### src/rtl/trigger_sequencer_if.sv
// Bundled configuration, control and status signals of the trigger sequencer.
// The master side drives configuration/control; the slave side is the sequencer.
interface trigger_sequencer_if #(
    parameter int unsigned CNT_W = 8
) ();
    logic             cfg_we;
    logic [1:0]       cfg_addr;
    logic [2:0]       cfg_event;
    logic [CNT_W-1:0] cfg_count;
    logic [1:0]       num_stages;
    logic [CNT_W-1:0] post_count;
    logic             arm;
    logic             abort;
    logic             hit;
    logic [2:0]       trig_event;
    logic [1:0]       stage;
    logic             busy;
    logic             triggered;
    logic             capture;
    logic             done;
    logic             timeout_flag;

    modport master (
        output cfg_we, cfg_addr, cfg_event, cfg_count, num_stages, post_count, arm, abort, hit,
        input  trig_event, stage, busy, triggered, capture, done, timeout_flag
    );

    modport slave (
        input  cfg_we, cfg_addr, cfg_event, cfg_count, num_stages, post_count, arm, abort, hit,
        output trig_event, stage, busy, triggered, capture, done, timeout_flag
    );
endinterface

### src/rtl/trigger_sequencer.sv
// Four-stage trigger sequencer with hit counting and post-trigger capture window.
// Define TRIG_TIMEOUT_EN to enable the per-stage idle timeout back to stage 0.
module trigger_sequencer #(
    parameter int unsigned CNT_W   = 8,
    parameter int unsigned TIMEOUT = 1000
) (
    input  logic              clock,
    input  logic              reset,
    trigger_sequencer_if.slave bus
);
    typedef enum logic [1:0] {StIdle, StArmed, StPost, StDone} state_e;

    state_e           state_q, state_d;
    logic [1:0]       stage_q, stage_d;
    logic [1:0]       num_stages_q, num_stages_d;
    logic [CNT_W-1:0] hit_cnt_q, hit_cnt_d;
    logic [CNT_W-1:0] post_cnt_q, post_cnt_d;
    logic [CNT_W-1:0] post_len_q, post_len_d;
    logic [2:0]       evt_tbl_q [4];
    logic [2:0]       evt_tbl_d [4];
    logic [CNT_W-1:0] cnt_tbl_q [4];
    logic [CNT_W-1:0] cnt_tbl_d [4];
    logic [2:0]       trig_event_q, trig_event_d;
    logic             triggered_q, triggered_d;
    logic             timeout_q, timeout_d;

    logic [2:0]       cur_code;
    logic [2:0]       nxt_code;
    logic             pass_thru;
    logic [CNT_W-1:0] cur_need;
    logic             complete;
    logic             timed_out;

    always_comb begin
        cur_code  = evt_tbl_q[stage_q];
        pass_thru = (cur_code == 3'd0) || (cur_code > 3'd5);
        cur_need  = (cnt_tbl_q[stage_q] == '0) ? CNT_W'(1) : cnt_tbl_q[stage_q];
        // Completion at need-1 means the counter never wraps.
        complete  = pass_thru || (bus.hit && (hit_cnt_q == cur_need - CNT_W'(1)));
    end

`ifdef TRIG_TIMEOUT_EN
    localparam int unsigned IdleW = (TIMEOUT > 1) ? $clog2(TIMEOUT) : 1;
    logic [IdleW-1:0] idle_q, idle_d;

    always_comb begin
        timed_out = 1'b0;
        idle_d    = '0;
        if (state_q == StArmed && stage_q != 2'd0 && !bus.abort && !bus.hit && !complete) begin
            if (idle_q == IdleW'(TIMEOUT - 1)) begin
                timed_out = 1'b1;
            end else begin
                idle_d = idle_q + IdleW'(1);
            end
        end
    end

    always_ff @(posedge clock) begin
        if (reset) begin
            idle_q <= '0;
        end else begin
            idle_q <= idle_d;
        end
    end
`else
    assign timed_out = 1'b0;
`endif

    always_comb begin
        state_d      = state_q;
        stage_d      = stage_q;
        num_stages_d = num_stages_q;
        hit_cnt_d    = hit_cnt_q;
        post_cnt_d   = post_cnt_q;
        post_len_d   = post_len_q;
        evt_tbl_d    = evt_tbl_q;
        cnt_tbl_d    = cnt_tbl_q;
        triggered_d  = 1'b0;
        timeout_d    = 1'b0;
        if (bus.abort) begin
            state_d    = StIdle;
            stage_d    = 2'd0;
            hit_cnt_d  = '0;
            post_cnt_d = '0;
        end else begin
            if (bus.cfg_we && (state_q == StIdle || state_q == StDone)) begin
                evt_tbl_d[bus.cfg_addr] = bus.cfg_event;
                cnt_tbl_d[bus.cfg_addr] = bus.cfg_count;
            end
            unique case (state_q)
                StIdle, StDone: begin
                    if (bus.arm) begin
                        state_d      = StArmed;
                        stage_d      = 2'd0;
                        hit_cnt_d    = '0;
                        num_stages_d = bus.num_stages;
                        post_len_d   = bus.post_count;
                    end
                end
                StArmed: begin
                    if (complete) begin
                        hit_cnt_d = '0;
                        if (stage_q != num_stages_q) begin
                            stage_d = stage_q + 2'd1;
                        end else begin
                            triggered_d = 1'b1;
                            if (post_len_q == '0) begin
                                state_d = StDone;
                            end else begin
                                state_d    = StPost;
                                post_cnt_d = post_len_q - CNT_W'(1);
                            end
                        end
                    end else if (timed_out) begin
                        stage_d   = 2'd0;
                        hit_cnt_d = '0;
                        timeout_d = 1'b1;
                    end else if (bus.hit) begin
                        hit_cnt_d = hit_cnt_q + CNT_W'(1);
                    end
                end
                StPost: begin
                    if (post_cnt_q == '0) begin
                        state_d = StDone;
                    end else begin
                        post_cnt_d = post_cnt_q - CNT_W'(1);
                    end
                end
                default: ;
            endcase
        end
        // Detector code follows the stage that will be active next cycle.
        nxt_code     = evt_tbl_q[stage_d];
        trig_event_d = 3'd0;
        if (state_d == StArmed && nxt_code != 3'd0 && nxt_code <= 3'd5) begin
            trig_event_d = nxt_code;
        end
    end

    always_ff @(posedge clock) begin
        if (reset) begin
            state_q      <= StIdle;
            stage_q      <= 2'd0;
            num_stages_q <= 2'd0;
            hit_cnt_q    <= '0;
            post_cnt_q   <= '0;
            post_len_q   <= '0;
            trig_event_q <= 3'd0;
            triggered_q  <= 1'b0;
            timeout_q    <= 1'b0;
            for (int i = 0; i < 4; i++) begin
                evt_tbl_q[i] <= 3'd0;
                cnt_tbl_q[i] <= CNT_W'(1);
            end
        end else begin
            state_q      <= state_d;
            stage_q      <= stage_d;
            num_stages_q <= num_stages_d;
            hit_cnt_q    <= hit_cnt_d;
            post_cnt_q   <= post_cnt_d;
            post_len_q   <= post_len_d;
            trig_event_q <= trig_event_d;
            triggered_q  <= triggered_d;
            timeout_q    <= timeout_d;
            evt_tbl_q    <= evt_tbl_d;
            cnt_tbl_q    <= cnt_tbl_d;
        end
    end

    assign bus.trig_event   = trig_event_q;
    assign bus.stage        = stage_q;
    assign bus.busy         = (state_q == StArmed) || (state_q == StPost);
    assign bus.triggered    = triggered_q;
    assign bus.capture      = (state_q == StPost);
    assign bus.done         = (state_q == StDone);
    assign bus.timeout_flag = timeout_q;
endmodule
### src/flat_wrapper.sv
// flat-port wrapper written by rule: the top's interface ports become plain ports
module trigger_sequencer_flat 
#(
    parameter int unsigned CNT_W   = 8,
    parameter int unsigned TIMEOUT = 1000
)
  (clock, reset, bus_cfg_we, bus_cfg_addr, bus_cfg_event, bus_cfg_count, bus_num_stages, bus_post_count, bus_arm, bus_abort, bus_hit, bus_trig_event, bus_stage, bus_busy, bus_triggered, bus_capture, bus_done, bus_timeout_flag);
  trigger_sequencer_if #(.CNT_W(CNT_W)) bus_i ();
  input  logic clock;
  input  logic reset;
  input wire logic [$bits(bus_i.cfg_we)-1:0] bus_cfg_we;
  input wire logic [$bits(bus_i.cfg_addr)-1:0] bus_cfg_addr;
  input wire logic [$bits(bus_i.cfg_event)-1:0] bus_cfg_event;
  input wire logic [$bits(bus_i.cfg_count)-1:0] bus_cfg_count;
  input wire logic [$bits(bus_i.num_stages)-1:0] bus_num_stages;
  input wire logic [$bits(bus_i.post_count)-1:0] bus_post_count;
  input wire logic [$bits(bus_i.arm)-1:0] bus_arm;
  input wire logic [$bits(bus_i.abort)-1:0] bus_abort;
  input wire logic [$bits(bus_i.hit)-1:0] bus_hit;
  output wire logic [$bits(bus_i.trig_event)-1:0] bus_trig_event;
  output wire logic [$bits(bus_i.stage)-1:0] bus_stage;
  output wire logic [$bits(bus_i.busy)-1:0] bus_busy;
  output wire logic [$bits(bus_i.triggered)-1:0] bus_triggered;
  output wire logic [$bits(bus_i.capture)-1:0] bus_capture;
  output wire logic [$bits(bus_i.done)-1:0] bus_done;
  output wire logic [$bits(bus_i.timeout_flag)-1:0] bus_timeout_flag;
  assign bus_i.cfg_we = bus_cfg_we;
  assign bus_i.cfg_addr = bus_cfg_addr;
  assign bus_i.cfg_event = bus_cfg_event;
  assign bus_i.cfg_count = bus_cfg_count;
  assign bus_i.num_stages = bus_num_stages;
  assign bus_i.post_count = bus_post_count;
  assign bus_i.arm = bus_arm;
  assign bus_i.abort = bus_abort;
  assign bus_i.hit = bus_hit;
  assign bus_trig_event = bus_i.trig_event;
  assign bus_stage = bus_i.stage;
  assign bus_busy = bus_i.busy;
  assign bus_triggered = bus_i.triggered;
  assign bus_capture = bus_i.capture;
  assign bus_done = bus_i.done;
  assign bus_timeout_flag = bus_i.timeout_flag;
  trigger_sequencer #(.CNT_W(CNT_W), .TIMEOUT(TIMEOUT)) u_core (.clock(clock), .reset(reset), .bus(bus_i));
endmodule
### config.mk
export PLATFORM = sky130hd
export DESIGN_NAME = trigger_sequencer_flat
export DESIGN_NICKNAME = d
export VERILOG_FILES = /design/src/rtl/trigger_sequencer_if.sv /design/src/rtl/trigger_sequencer.sv /design/src/flat_wrapper.sv
export SDC_FILE = /design/constraint.sdc
export NUM_CORES = 1
export LEC_CHECK = 0
export ABC_AREA = 1
export BUFFER_PORTS_ARGS = -buffer_cell sky130_fd_sc_hd__buf_2
export CORE_UTILIZATION = 50
export CTS_CLUSTER_SIZE = 24
export DETAILED_ROUTE_END_ITERATION = 16
export PLACE_DENSITY = 0.69
export REMOVE_ABC_BUFFERS = 1
export SLEW_MARGIN = 20
export SYNTH_ARGS = -nofsm -noshare
export SYNTH_HDL_FRONTEND = slang
export SYNTH_SLANG_ARGS = --single-unit
### constraint.sdc
create_clock -name clock -period 3.6 [get_ports clock]
set_input_delay 0.18 -clock clock [delete_from_list [all_inputs] [get_ports clock]]
set_output_delay 0.18 -clock clock [all_outputs]
set_load 0.02 [all_outputs]
==> results of run 1 <==
[timing repair]
item	4_1_cts	5_1_grt
gates resized for setup	0	7
endpoints found under the setup margin	0	13
setup buffers	0	0
hold endpoints to repair	0	0
[critical path, cell delays in order (launching register included)]
cell     delay [ns]
dfxtp_1        0.38
buf_4          0.24
nand3_1        0.10
nand2_1        0.13
nand2_1        0.14
nor2_4         0.12
nand2_2        0.10
nand2_1        0.09
inv_1          0.04
ha_1           0.29
xnor2_1        0.12
nor2_1         0.08
nand2_1        0.06
nor2_1         0.09
nand3_1        0.12
nor2_4         0.14
nand4_4        0.10
nand3_1        0.11
nand3_2        0.10
nand2_4        0.12
nand2_4        0.09
nand2_1        0.10
nand3_1        0.07
nand2_1        0.11
nand2_1        0.07
a21oi_1        0.11
[power groups by stage]
stage          Clock [mW]  Sequential [mW]  Combinational, mW
2_1_floorplan           0            0.931              0.229
3_3_place_gp            0            0.934              0.308
3_5_place_dp            0            0.935              0.312
4_1_cts             0.670            0.914              0.314
5_1_grt             0.712            0.918              0.362
6_report            0.661            0.915              0.318
[Yosys cell counts (all sizes together), types with 4 or more instances]
master	number	area share [%]
buf	9	1.7
xor2	9	1.9
nand3	52	6.9
dfxtp	78	38
nor2	108	10
a21oi	32	3.8
nor3b	4	0.84
nand2	123	12
o211ai	5	0.90
clkbuf	13	1.2
inv	61	5.6
ha	7	2.1
nand4	6	1.3
o21ai	83	10
nor3	7	0.96
[area by class of cell]
cell class                 instances  area [sq um]
fill                             762          3270
tap                              102           128
inverter                          63           243
timing repair buffer              43           234
sequential                        78          1560
clock buffer                      13           149
clock inverter                     3          43.8
multi-input combinational        451          2260
[sequential cells by signal, summed over array words and instances, names as in the netlist, 2 cells and up]
signal,flops
u_core.evt_tbl_q,12
u_core.bus.trig_event,3
u_core.post_len_q,8
u_core.hit_cnt_q,8
u_core.post_cnt_q,8
u_core.bus.stage,2
u_core.cnt_tbl_q,32
u_core.num_stages_q,2
u_core.state_q,2
[cell families (layout without fill, tap and decap cells)]
family | count (synthesis) | in the layout | share of synthesized area, %
buffers and inverters | 85 | 122 | 8.59
XOR/XNOR | 12 | 12 | 2.52
flip-flops | 78 | 78 | 37.5
adder cells (fa/ha/maj) | 7 | 7 | 2.10
AO/OA/AOI/OAI | 123 | 123 | 15.3
other | 1 | 1 | 0.0901
AND/OR/NAND/NOR | 307 | 307 | 33.6
multiplexers | 1 | 1 | 0.270
[layer usage]
layer	GRT usage [%]	vias up	routed length, microns
li1	-	2064	-
met1	33.6	1865	4850
met2	42.3	119	4720
met3	5.12	9	630
met4	6.67	0	84
met5	0	-	0
[worst max-delay path by stage]
stage	cells past startpoint	slack, ns	endpoint	from
floorplan	27	0.02	u_core.hit_cnt_q[7]	u_core.bus.stage[0]
global placement	26	0.32	u_core.bus.trig_event[0]	u_core.bus.stage[0]
detailed placement	26	0.25	u_core.bus.trig_event[0]	u_core.bus.stage[0]
CTS	28	0.23	u_core.bus.trig_event[0]	u_core.bus.stage[0]
global route	25	0.0002	u_core.bus.trig_event[0]	u_core.bus.stage[1]
finish	25	0.32	u_core.bus.trig_event[0]	u_core.bus.stage[1]
==> results.ini, run 1 <==
[power_and_ir_drop]
peakVddDrop_uv = 220
power.density_nw_per_um2 = 410
p_int_mw = 1.35
switching_share_pct = 28.8
total_power_mw = 1.89
p_sw_mw = 0.546
cellLeakagePower_nw = 2.03
combPwrFrac_pct = 16.8
p_clk_share_pct = 34.9
p_seq_share_pct = 48.3

[job]
drv_cap = 0

[global_route]
grt-ovfl-total = 0
grt_pass1_vias = 3711
antenna_found_initial = 0
grt_max_degree = 49
grt_pass1_wl_mm = 17.5
track_usage_pct = 25.4

[synthesis]
synth_cell_types = 41
postSynthAreaPerCell_sq_um = 6.78
synth_area_sq_um = 4160
synth-seq-cells = 78
ys.flop_type = dfxtp_1
ys_async_sr_fraction_pct = 0
synthCells = 614
synth_enable_flop_cells = 0
yosysSeqAreaShare_pct = 37.5
ys.warnings.count = 0

[detailed_routing]
drt_pass1_iterations = 5
vias = 4057
antenna_left = 0
wirelength_mm = 10.3
post-route-drc-count = 0
drtIter0Drc = 198
viasPerCell = 5.39
wire_per_inst_microns = 13.7

[clock_network]
clock-sinks = 78
cts_tree = yes
worst_skew_pair.late_latency_ns = 0.35
ctsHoldBuffers = 0
cts-root-buf = clkbuf_8
ctsHtreeMaxLevel = 3
clk_path_buf_depth = 2
cts.clk_slew.worst_paths_ns = 0.08
numCtsBuffers = 9

[sta]
worst_slew_pin_slew_ns = 0.695
report.final.slew_viol_count = 0
fin_setup_tns_ns = 0
slew_headroom_pct = 53.5
finalSetupViolations = 0
grt_setup_unrepaired = no
period_share_pct = 91.2
period_needed_ns = 3.28
hold_viol_final = 0
max_freq_mhz = 304
worst_clock_skew_ns = 0.00562
layout_setup_ws_ns = 0.316
hold_slack_ns = 0.0477

[die]
die_area_sq_um = 8700
start_util_pct = 52.8
pin_count = 39
dieHeight_microns = 93.3
rows = 32
coreArea_sq_um = 7890
die_w_microns = 93.3

[worst_setup_path]
cp.arrival_ns = 3.57
cp-end-kind = flip-flop
reg2reg_slack_ns = 0.32
critical_path_class = flip-flop to flip-flop
cp-start-kind = flip-flop
worstRegToRegCells = 25
crit_path_max_fanout = 14
r2r-end = u_core.bus.trig_event[0]
crit_required_ns = 3.89
reg2reg_from = u_core.bus.stage[1]

[outcome]
status = finished, final reports clean

[layout]
instances_no_fill = 753
layout_common_cells = 110 x nand2_1, 103 x nor2_1, 80 x o21ai_0
postLayoutCellArea_sq_um = 4620
fin_nets = 682
post-route-util_pct = 58.5
drive_gt1_share_pct = 14.0
antenna_cells = 0
layout_commonest_cell = nand2_1
synthToLayoutAreaGrowth_pct = 10.9

[placement]
hpwl_mm = 7.18
routabilityCongestion = 0.868
placed_area_sq_um = 4400
portBuffers = 37
dpl.cell_count = 737
place_ws_ns = 0.253

[worst_hold_path]
min_to = u_core.post_len_q[1]
worstHoldStart = bus_post_count[1]
hp-class = primary input to flip-flop
holdPathStages = 3

No activity file was read; power rests on OpenSTA's default activity.
==> run 2: changes to the inputs <==
Settings changed: CORE_MARGIN from default to 5, PLACE_DENSITY 0.69 to default, PLACE_DENSITY_LB_ADDON from default to 0.25.
==> run 2 against run 1 <==
Compared with the run above:
- clock-buffer cell count decreased by 3
- combinational power about the same
- global-route usage decreased by 4.4 points
- sequential share of layout area decreased by 0.16 points
- fmax increased by 2.6%
- hold slack got worse by 0.0012 ns
- die area increased by 18%
- clock power increased by 0.6%
- critical path type unchanged
==> results.ini, run 2 (same netlist as run 1, synthesis figures left out) <==
[outcome]
status = finished, final reports clean

[worst_setup_path]
crit_top_cell = nand2_1
path_delay_family = simple AND/OR/NAND/NOR gates
cp-end-kind = flip-flop
critical_path_class = flip-flop to flip-flop
cpPeakStageDelay_ns = 0.36  ; -0.02 ns
crit_path_max_fanout = 9  ; -5
cp_slowest_cell = dfxtp_2
cp_num_buf_inv = 2  ; unchanged
crit_required_ns = 3.87  ; -0.02 ns
cp.arrival_ns = 3.47  ; -0.10 ns
cp-start-kind = flip-flop

[die]
start_util_pct = 50.9  ; -1.9 points
die_area_sq_um = 10300  ; +18%
die_w_microns = 101  ; +8.6%
rows = 33  ; +3.1%
dieHeight_microns = 101  ; +8.6%
pin_count = 39  ; unchanged
coreArea_sq_um = 8180  ; +3.6%

[layout]
layout_commonest_cell = nand2_1
regArea_sq_um = 1560  ; unchanged
layout_common_cells = 108 x nand2_1, 104 x nor2_1, 80 x o21ai_0
multiInputGateArea_sq_um = 2260  ; +0.22%
fill_cells = 817  ; +7.2%
fin_nets = 682  ; unchanged
postLayoutCellArea_sq_um = 4640  ; +0.49%
largest_reg_flops = 32  ; unchanged
drive_gt1_share_pct = 14.6  ; +0.61 points
synthToLayoutAreaGrowth_pct = 11.4
antenna_cells = 0  ; unchanged
largest_register = u_core.cnt_tbl_q
top_regs = u_core.cnt_tbl_q x32, u_core.evt_tbl_q x12

[sta]
slew_headroom_pct = 51.8  ; -1.8 points
report.final.slew_viol_count = 0  ; unchanged
hold_viol_final = 0  ; unchanged
worst_clock_skew_ns = 0.0146  ; +0.00902 ns
fin_setup_tns_ns = 0  ; unchanged
worst_slew_pin_slew_ns = 0.723  ; +0.0274 ns
period_needed_ns = 3.20  ; -0.0846 ns
period_share_pct = 88.9  ; -2.4 points
finalSetupViolations = 0  ; unchanged
max_freq_mhz = 313  ; +2.6%
grt_setup_unrepaired = no
layout_setup_ws_ns = 0.400  ; +0.0846 ns

[job]
drv_cap = 0  ; unchanged

[global_route]
track_usage_pct = 21.0  ; -4.4 points
grt_pass1_wl_mm = 17.6  ; +0.71%
grt-ovfl-total = 0  ; unchanged
grt_max_degree = 55  ; +12%
antenna_found_initial = 0  ; unchanged
grt_pass1_vias = 3913  ; +5.4%

[clock_network]
clk_path_buf_depth = 2  ; unchanged
clock-sinks = 78  ; unchanged
numCtsBuffers = 9  ; unchanged
ctsHoldBuffers = 0  ; unchanged
cts_setup_buffers = 0  ; unchanged
worst_skew_pair.late_latency_ns = 0.35  ; about the same
cts_tree = yes
ctsHtreeMaxLevel = 3  ; unchanged
cts.clk_slew.worst_paths_ns = 0.09  ; about the same
cts-root-buf = clkbuf_8
cts_resized = 0  ; unchanged

[placement]
hpwl_mm = 7.44  ; +3.6%
portBuffers = 37  ; unchanged
place_ws_ns = 0.310  ; +0.0564 ns
routabilityCongestion = 0.881  ; +1.4%
placed_area_sq_um = 4410  ; about the same

[detailed_routing]
wire_per_inst_microns = 13.3  ; -2.8%
drt_pass1_iterations = 5  ; unchanged
wirelength_mm = 10.0  ; -2.4%
viasPerCell = 5.31  ; -1.4%
antenna_left = 0  ; unchanged
vias = 4017  ; -0.99%
post-route-drc-count = 0  ; unchanged
drtIter0Drc = 138  ; -30%

[power_and_ir_drop]
cellLeakagePower_nw = 2.03  ; about the same
peakVddDrop_uv = 192  ; -13%
power.density_nw_per_um2 = 409  ; -0.35%

[worst_hold_path]
hp-class = primary input to flip-flop

-- run 2: routing by layer --
metal | part of all wire, % | GRT usage, %
met5 | 0 | 0
met4 | 1.5 | 6.34
met3 | 5.5 | 4.75
met2 | 47 | 35.2
met1 | 46 | 27.1
-- run 2: tightest hold or removal path, stage by stage --
cell and delay (ns):
buf_2 0.07, nor2_1 0.03, nor2_1 0.08
-- run 2: stage by stage --
stage               instances  utilization, %  hold slack [ns]  total power [mW]
floorplan                 592               -            0.251              1.16
global placement          740            53.9            0.400              1.24
detailed placement        740            53.9            0.404              1.25
CTS                       756            56.3           0.0390              1.90
global route              756            56.7           0.0512              2.00
finish                    756            56.7           0.0465              1.90
-- run 2: final timing paths --
check | startpoint | endpoint | slack, ns | depth (start not counted)
min reg2reg | u_core.cnt_tbl_q[23] | u_core.cnt_tbl_q[23] | 0.46 | 2
min | bus_post_count[5] | u_core.post_len_q[5] | 0.05 | 3
max | u_core.bus.stage[0] | u_core.bus.trig_event[2] | 0.40 | 26
max reg2reg | u_core.bus.stage[0] | u_core.bus.trig_event[2] | 0.40 | 26
-- run 2: power by group --
group          internal, mW  switching [mW]  leakage [nW]  total [mW]
clock network         0.326           0.339        0.0973       0.665
registers             0.895          0.0195         0.634       0.914
logic                 0.113           0.204          1.30       0.317
total                  1.33           0.563          2.03        1.90
-- run 2: final cells by class --
class	count	area share, %
Inverter	63	5.29
Timing Repair Buffer	43	5.20
Clock inverter	6	1.48
Sequential cell	78	33.7
Multi-Input combinational cell	451	48.8
Tap cell	105	2.83
Clock buffer	10	2.75
